--- src/rtl/muladd_test_harness_if.sv ---
// Signal bundle between the mul-add test harness and its environment: serial
// stimulus/result streams, run status, and the operand/result bus of the DUT.
interface muladd_test_harness_if;
  // sin is sampled only on cycles where sin_valid is high; sout carries a
  // result bit only on cycles where sout_valid is high and is 0 otherwise.
  // Neither stream has backpressure.
  logic        sin;
  logic        sin_valid;
  logic        start;
  logic        sout;
  logic        sout_valid;
  logic        busy;
  logic        done;
  logic        mismatch;
  logic [8:0]  a0, a1, a2, a3;
  logic [8:0]  b0, b1, b2, b3;
  logic [3:0]  addsub;
  logic        is_signed;
  logic [53:0] c;
  logic [53:0] z;
  logic [2:0]  state_dbg;

  modport master (
    output sin, sin_valid, start, z,
    input  sout, sout_valid, busy, done, mismatch,
    input  a0, a1, a2, a3, b0, b1, b2, b3, addsub, is_signed, c, state_dbg
  );

  modport slave (
    input  sin, sin_valid, start, z,
    output sout, sout_valid, busy, done, mismatch,
    output a0, a1, a2, a3, b0, b1, b2, b3, addsub, is_signed, c, state_dbg
  );
endinterface

--- src/rtl/muladd_test_harness.sv ---
// Serial-loaded stimulus harness for a 4-lane mul-add DUT: shifts in a 131-bit frame,
// applies it, waits SETTLE_CYCLES, captures z and shifts it out. Optional golden check: MULADD_HARNESS_CHECK_EN.
module muladd_test_harness #(
  parameter int SETTLE_CYCLES = 4
) (
  input logic                  clk,
  input logic                  rst_n,
  muladd_test_harness_if.slave bus
);
  localparam int FRAME_W = 131;
  localparam int Z_W     = 54;

  typedef enum logic [2:0] {
    IDLE      = 3'd0,
    SETTLE    = 3'd1,
    CAPTURE   = 3'd2,
    SHIFT_OUT = 3'd3,
    DONE      = 3'd4
  } state_t;

  state_t               state;
  logic [FRAME_W-1:0]   frame;
  logic [FRAME_W-1:0]   applied;
  logic [7:0]           bit_cnt;
  logic [7:0]           settle_cnt;
  logic [5:0]           out_cnt;
  logic [Z_W-1:0]       z_cap;
  logic                 sout_q;
  logic                 sout_valid_q;
  logic                 busy_q;
  logic                 done_q;
  logic                 frame_full;
  logic                 accept;

  assign frame_full = (bit_cnt == 8'(FRAME_W));
  assign accept     = (state == IDLE) && bus.start && frame_full;

  always_ff @(posedge clk or negedge rst_n) begin
    if (!rst_n) begin
      state        <= IDLE;
      frame        <= '0;
      applied      <= '0;
      bit_cnt      <= '0;
      settle_cnt   <= '0;
      out_cnt      <= '0;
      z_cap        <= '0;
      sout_q       <= 1'b0;
      sout_valid_q <= 1'b0;
      busy_q       <= 1'b0;
      done_q       <= 1'b0;
    end else begin
      done_q <= 1'b0;
      case (state)
        IDLE: begin
          // First-shifted bit lands in bit 0 once the frame is full.
          if (bus.sin_valid) begin
            frame <= {bus.sin, frame[FRAME_W-1:1]};
            if (!frame_full) bit_cnt <= bit_cnt + 8'd1;
          end
          if (accept) begin
            applied    <= frame;
            busy_q     <= 1'b1;
            settle_cnt <= '0;
            state      <= SETTLE;
          end
        end
        SETTLE: begin
          if (settle_cnt == 8'(SETTLE_CYCLES - 1)) state <= CAPTURE;
          else settle_cnt <= settle_cnt + 8'd1;
        end
        CAPTURE: begin
          z_cap        <= bus.z;
          sout_q       <= bus.z[0];
          sout_valid_q <= 1'b1;
          out_cnt      <= '0;
          state        <= SHIFT_OUT;
        end
        SHIFT_OUT: begin
          if (out_cnt == 6'(Z_W - 1)) begin
            sout_q       <= 1'b0;
            sout_valid_q <= 1'b0;
            done_q       <= 1'b1;
            state        <= DONE;
          end else begin
            out_cnt <= out_cnt + 6'd1;
            sout_q  <= z_cap[out_cnt + 6'd1];
          end
        end
        DONE: begin
          busy_q  <= 1'b0;
          bit_cnt <= '0;
          state   <= IDLE;
        end
        default: state <= IDLE;
      endcase
    end
  end

`ifdef MULADD_HARNESS_CHECK_EN
  logic [Z_W-1:0] expected;
  logic           mismatch_q;

  // 9x9 products always fit in 18 bits, so extending the operands to 18 bits
  // first gives the correct product for both signed and unsigned modes.
  always_comb begin
    logic [8:0]     op_a, op_b;
    logic [17:0]    ext_a, ext_b, prod;
    logic [Z_W-1:0] prod_ext;
    expected = applied[FRAME_W-1:77];
    op_a     = '0;
    op_b     = '0;
    ext_a    = '0;
    ext_b    = '0;
    prod     = '0;
    prod_ext = '0;
    for (int i = 0; i < 4; i++) begin
      op_a     = applied[i*9 +: 9];
      op_b     = applied[36 + i*9 +: 9];
      ext_a    = applied[76] ? {{9{op_a[8]}}, op_a} : {9'b0, op_a};
      ext_b    = applied[76] ? {{9{op_b[8]}}, op_b} : {9'b0, op_b};
      prod     = ext_a * ext_b;
      prod_ext = applied[76] ? {{36{prod[17]}}, prod} : {36'b0, prod};
      expected = applied[72 + i] ? (expected - prod_ext) : (expected + prod_ext);
    end
  end

  always_ff @(posedge clk or negedge rst_n) begin
    if (!rst_n) mismatch_q <= 1'b0;
    else if (accept) mismatch_q <= 1'b0;
    else if (state == CAPTURE) mismatch_q <= (bus.z != expected);
  end

  assign bus.mismatch = mismatch_q;
`else
  assign bus.mismatch = 1'b0;
`endif

  assign bus.a0         = applied[8:0];
  assign bus.a1         = applied[17:9];
  assign bus.a2         = applied[26:18];
  assign bus.a3         = applied[35:27];
  assign bus.b0         = applied[44:36];
  assign bus.b1         = applied[53:45];
  assign bus.b2         = applied[62:54];
  assign bus.b3         = applied[71:63];
  assign bus.addsub     = applied[75:72];
  assign bus.is_signed  = applied[76];
  assign bus.c          = applied[130:77];
  assign bus.sout       = sout_q;
  assign bus.sout_valid = sout_valid_q;
  assign bus.busy       = busy_q;
  assign bus.done       = done_q;
  assign bus.state_dbg  = state;
endmodule
--- src/flat_wrapper.sv ---
// flat-port wrapper written by rule: the top's interface ports become plain ports
module muladd_test_harness_flat 
#(
  parameter int SETTLE_CYCLES = 4
)
  (clk, rst_n, bus_sin, bus_sin_valid, bus_start, bus_z, bus_sout, bus_sout_valid, bus_busy, bus_done, bus_mismatch, bus_a0, bus_a1, bus_a2, bus_a3, bus_b0, bus_b1, bus_b2, bus_b3, bus_addsub, bus_is_signed, bus_c, bus_state_dbg);
  muladd_test_harness_if bus_i ();
  input logic clk;
  input logic rst_n;
  input wire logic [$bits(bus_i.sin)-1:0] bus_sin;
  input wire logic [$bits(bus_i.sin_valid)-1:0] bus_sin_valid;
  input wire logic [$bits(bus_i.start)-1:0] bus_start;
  input wire logic [$bits(bus_i.z)-1:0] bus_z;
  output wire logic [$bits(bus_i.sout)-1:0] bus_sout;
  output wire logic [$bits(bus_i.sout_valid)-1:0] bus_sout_valid;
  output wire logic [$bits(bus_i.busy)-1:0] bus_busy;
  output wire logic [$bits(bus_i.done)-1:0] bus_done;
  output wire logic [$bits(bus_i.mismatch)-1:0] bus_mismatch;
  output wire logic [$bits(bus_i.a0)-1:0] bus_a0;
  output wire logic [$bits(bus_i.a1)-1:0] bus_a1;
  output wire logic [$bits(bus_i.a2)-1:0] bus_a2;
  output wire logic [$bits(bus_i.a3)-1:0] bus_a3;
  output wire logic [$bits(bus_i.b0)-1:0] bus_b0;
  output wire logic [$bits(bus_i.b1)-1:0] bus_b1;
  output wire logic [$bits(bus_i.b2)-1:0] bus_b2;
  output wire logic [$bits(bus_i.b3)-1:0] bus_b3;
  output wire logic [$bits(bus_i.addsub)-1:0] bus_addsub;
  output wire logic [$bits(bus_i.is_signed)-1:0] bus_is_signed;
  output wire logic [$bits(bus_i.c)-1:0] bus_c;
  output wire logic [$bits(bus_i.state_dbg)-1:0] bus_state_dbg;
  assign bus_i.sin = bus_sin;
  assign bus_i.sin_valid = bus_sin_valid;
  assign bus_i.start = bus_start;
  assign bus_i.z = bus_z;
  assign bus_sout = bus_i.sout;
  assign bus_sout_valid = bus_i.sout_valid;
  assign bus_busy = bus_i.busy;
  assign bus_done = bus_i.done;
  assign bus_mismatch = bus_i.mismatch;
  assign bus_a0 = bus_i.a0;
  assign bus_a1 = bus_i.a1;
  assign bus_a2 = bus_i.a2;
  assign bus_a3 = bus_i.a3;
  assign bus_b0 = bus_i.b0;
  assign bus_b1 = bus_i.b1;
  assign bus_b2 = bus_i.b2;
  assign bus_b3 = bus_i.b3;
  assign bus_addsub = bus_i.addsub;
  assign bus_is_signed = bus_i.is_signed;
  assign bus_c = bus_i.c;
  assign bus_state_dbg = bus_i.state_dbg;
  muladd_test_harness #(.SETTLE_CYCLES(SETTLE_CYCLES)) u_core (.clk(clk), .rst_n(rst_n), .bus(bus_i));
endmodule
--- config.mk ---
export PLATFORM = sky130hd
export DESIGN_NAME = muladd_test_harness_flat
export DESIGN_NICKNAME = d
export VERILOG_FILES = /design/src/rtl/muladd_test_harness_if.sv /design/src/rtl/muladd_test_harness.sv /design/src/flat_wrapper.sv
export SDC_FILE = /design/constraint.sdc
export NUM_CORES = 1
export LEC_CHECK = 0
export CORE_ASPECT_RATIO = 1.5
export CORE_MARGIN = 2
export CORE_UTILIZATION = 25
export CTS_CLUSTER_SIZE = 25
export DETAILED_ROUTE_END_ITERATION = 6
export PLACE_DENSITY = 0.47
export SLEW_MARGIN = 30
export SYNTH_ARGS = -nofsm -noshare
export SYNTH_HDL_FRONTEND = slang
export SYNTH_SLANG_ARGS = --single-unit
--- constraint.sdc ---
create_clock -name clk -period 2.41 [get_ports clk]
set_input_delay 0.241 -clock clk [delete_from_list [all_inputs] [get_ports clk]]
set_output_delay 0.241 -clock clk [all_outputs]
set_load 0.005 [all_outputs]
==> results_dict.tcl <==
set metrics [dict create \
    drive_gt1_frac 0.0981 \
    num_vias 9935 \
    rows 105 \
    numCtsBuffers 38 \
    grt-ovfl-total 0 \
    gr-usage-met3 0.0231 \
    met2_usage 0.216 \
    syn_nets 1476 \
    drtIter0Drc 316 \
    fin_crit_ns 2.15 \
    final-max-slew-violation-count 0 \
    setup_viol_count_final 0 \
    start_util 0.252 \
    tightest_slew_ns 0.632 \
    worstSetupEndpointType "register" \
    grt_max_degree 83 \
    cts.sinks 345 \
    viasPerCell 4.27 \
    grt_pass1_vias 10346 \
    hold_end "u_core.frame[130]" \
    grt_pass1_wl_um 56000 \
    crit_path_max_fanout 7 \
    port_buffers 196 \
    cp.required_ns 2.80 \
    root_buffer "clkbuf_16" \
    ant_nets 0 \
    place_inst 2261 \
    rsz0062_at_grt "false" \
    synth_cell_types 46 \
    busiest_layer "met2" \
    core_area_um2 54700 \
    ff2ff_path_depth 7 \
    dpl.hpwl_um 21600 \
    final_common_cell "nand2_1" \
    syn_to_final_growth_pct 29.6 \
    peakVddDrop_uv 437 \
    p_leak_nw 9.01 \
    fin_util 0.327 \
    hold_viol 0 \
    clk_latency_ns 0.53 \
    crit_path_start_kind "register" \
    crit_type "register to register" \
    firstDrtPassIters 5 \
    fp.dieArea_um2 57100 \
    die_y_um 292 \
    skew_ns 0.00921 \
    synth_top_area_share 0.626 \
    layout.nets 1670 \
    mostFrequentLayoutCells "802 x nand2_1, 345 x dfrtp_1, 195 x clkdlybuf4s50_1, 55 x mux2_2, 39 x clkbuf_16" \
    hp-start "bus_sin" \
    fin_crit_sh 0.892 \
    htree_num_levels 2 \
    antenna_found_initial 1 \
    outcome "finished clean" \
    max_cap_violations 0 \
    post-cts-setup-buffers 0 \
    ys.flop_type "dfrtp_1" \
    syn_area_per_cell_um2 9.76 \
    p_per_area_nw_per_um2 659 \
    yosysWarningCount 0 \
    final_cells 2327 \
    whs_path_depth 3 \
    worstHoldPathType "input port to register" \
    grtUsageTotal 0.120 \
    pin_count 198 \
    yosysSeqAreaShare 0.626 \
    cts_buffer_depth 3 \
    yosysTopAreaCell "dfrtp_1" \
    fp.dieW_um 196 \
    synthTopCellsByArea "dfrtp_1 63%, nand2_1 22%, mux2_2 4.5%" \
    async_reset_ff_frac 1.00 \
    relSlewSlack 0.578 \
    gp_congestion 0.735 \
    finalPower_mw 11.8 \
    fin_setup_tns_ns 0 \
    synthCells 1413 \
    synth-seq-cells 345 \
    r2r_start "u_core.out_cnt[1]" \
    cts_tree "built" \
    fmax_mhz 465 \
    cts.reportedPaths.clkPinSlew_ns 0.06 \
    grt_use_met1 0.144 \
    routedWlPerCell_um 14.4 \
    reg2reg_slack_ns 0.26 \
    rr_endpoint "u_core.bus.sout" \
    synth_edf_count 0 \
    syn_area_um2 13800 \
    fillCellCount 5704 \
    finalWirelength_um 33500 \
    arrival_ns 2.54 \
    drc 0 \
]
-- area by class of cell --
| type | count | area (um2) | share of cell area |
|---|---|---|---|
| Antenna cell | 1 | 2.50 | 0.000140 |
| Multi-Input combinational cell | 988 | 4820 | 0.270 |
| Timing Repair Buffer | 227 | 2350 | 0.132 |
| Inverter | 7 | 26.3 | 0.00147 |
| Clock buffer | 52 | 1090 | 0.0613 |
| Clock inverter | 12 | 77.6 | 0.00434 |
| Tap cell | 695 | 870 | 0.0487 |
| Sequential cell | 345 | 8630 | 0.483 |
-- metal layers --
layer  wire length [um]  share of wire
met5                  0              0
met4                884          0.026
met3               1460          0.043
met2              16800           0.50
met1              14400           0.43
-- state kept, by name (all words and copies together) (netlist names), 3 cells and up --
name / flops
u_core.out_cnt: 6
u_core.settle_cnt: 8
u_core.z_cap: 54
u_core.bus.state_dbg: 3
u_core.frame: 131
u_core.applied: 131
u_core.bit_cnt: 8
-- worst max-delay path: stages, from the launching register on --
cell and delay (ns):
dfrtp_1 0.40, inv_1 0.06, ha_1 0.43, mux4_1 0.34, mux2i_1 0.14, a21boi_1 0.08, a2111oi_1 0.47, a311oi_1 0.09
-- Yosys cell counts, types with 2 or more instances --
cell type and n:
a211o_1 2, a211oi_1 3, a21oi_1 7, and2_1 4, and3_1 4, buf_2 30, buf_4 2, buf_6 2
clkbuf_1 38, dfrtp_1 345, ha_1 4, inv_1 7, mux2_2 55, mux2i_1 10, mux4_1 7, mux4_2 6
nand2_1 803, nand3_1 8, nand4_1 4, nor2_1 16, nor3_1 5, o2111ai_1 2, o21a_1 2, o21ai_0 13
or3_1 4, xnor2_1 6, xor2_1 5
-- where the power goes --
group,internal (mW),switching [mW]
registers,5.84,0.0301
logic,0.161,0.156
clock network,3.18,2.40
-- through the flow --
step           setup slack, ns  instance area, um2  hold slack (ns)
4_1_cts                  0.255               17900            0.223
3_3_place_gp             0.295               16700            0.276
2_1_floorplan            0.297               13800          -0.0546
6_report                 0.260               17900            0.250
5_1_grt                 0.0775               17900            0.253
3_5_place_dp             0.264               16700            0.288
-- repair_timing --
action | in CTS | in global routing
gates resized for setup | 0 | 0
hold endpoints to repair | 59 | 0
hold buffers | 1 | 0
-- worst max-delay path by stage --
stage | endpoint | cells after the start | start | slack, ns
2_1_floorplan | u_core.bus.sout | 6 | u_core.out_cnt[0] | 0.30
4_1_cts | u_core.bus.sout | 8 | u_core.out_cnt[1] | 0.26
5_1_grt | u_core.bus.sout | 7 | u_core.out_cnt[1] | 0.08
3_3_place_gp | u_core.bus.sout | 8 | u_core.out_cnt[1] | 0.29
6_report | u_core.bus.sout | 7 | u_core.out_cnt[1] | 0.26
3_5_place_dp | u_core.bus.sout | 8 | u_core.out_cnt[1] | 0.26
-- kinds of logic (layout without fill, tap and decap cells) --
| group | Yosys count | in the layout | share of synthesized area |
|---|---|---|---|
| compound gates | 38 | 38 | 0.0196 |
| buf+inv | 80 | 298 | 0.0261 |
| fa+ha+maj | 4 | 4 | 0.00363 |
| xor+xnor | 12 | 12 | 0.00898 |
| other cells | 1 | 2 | 0.000272 |
| flops | 345 | 345 | 0.626 |
| simple gates | 855 | 855 | 0.240 |
| mux | 78 | 78 | 0.0753 |
Power figures use the tool's default switching activity.
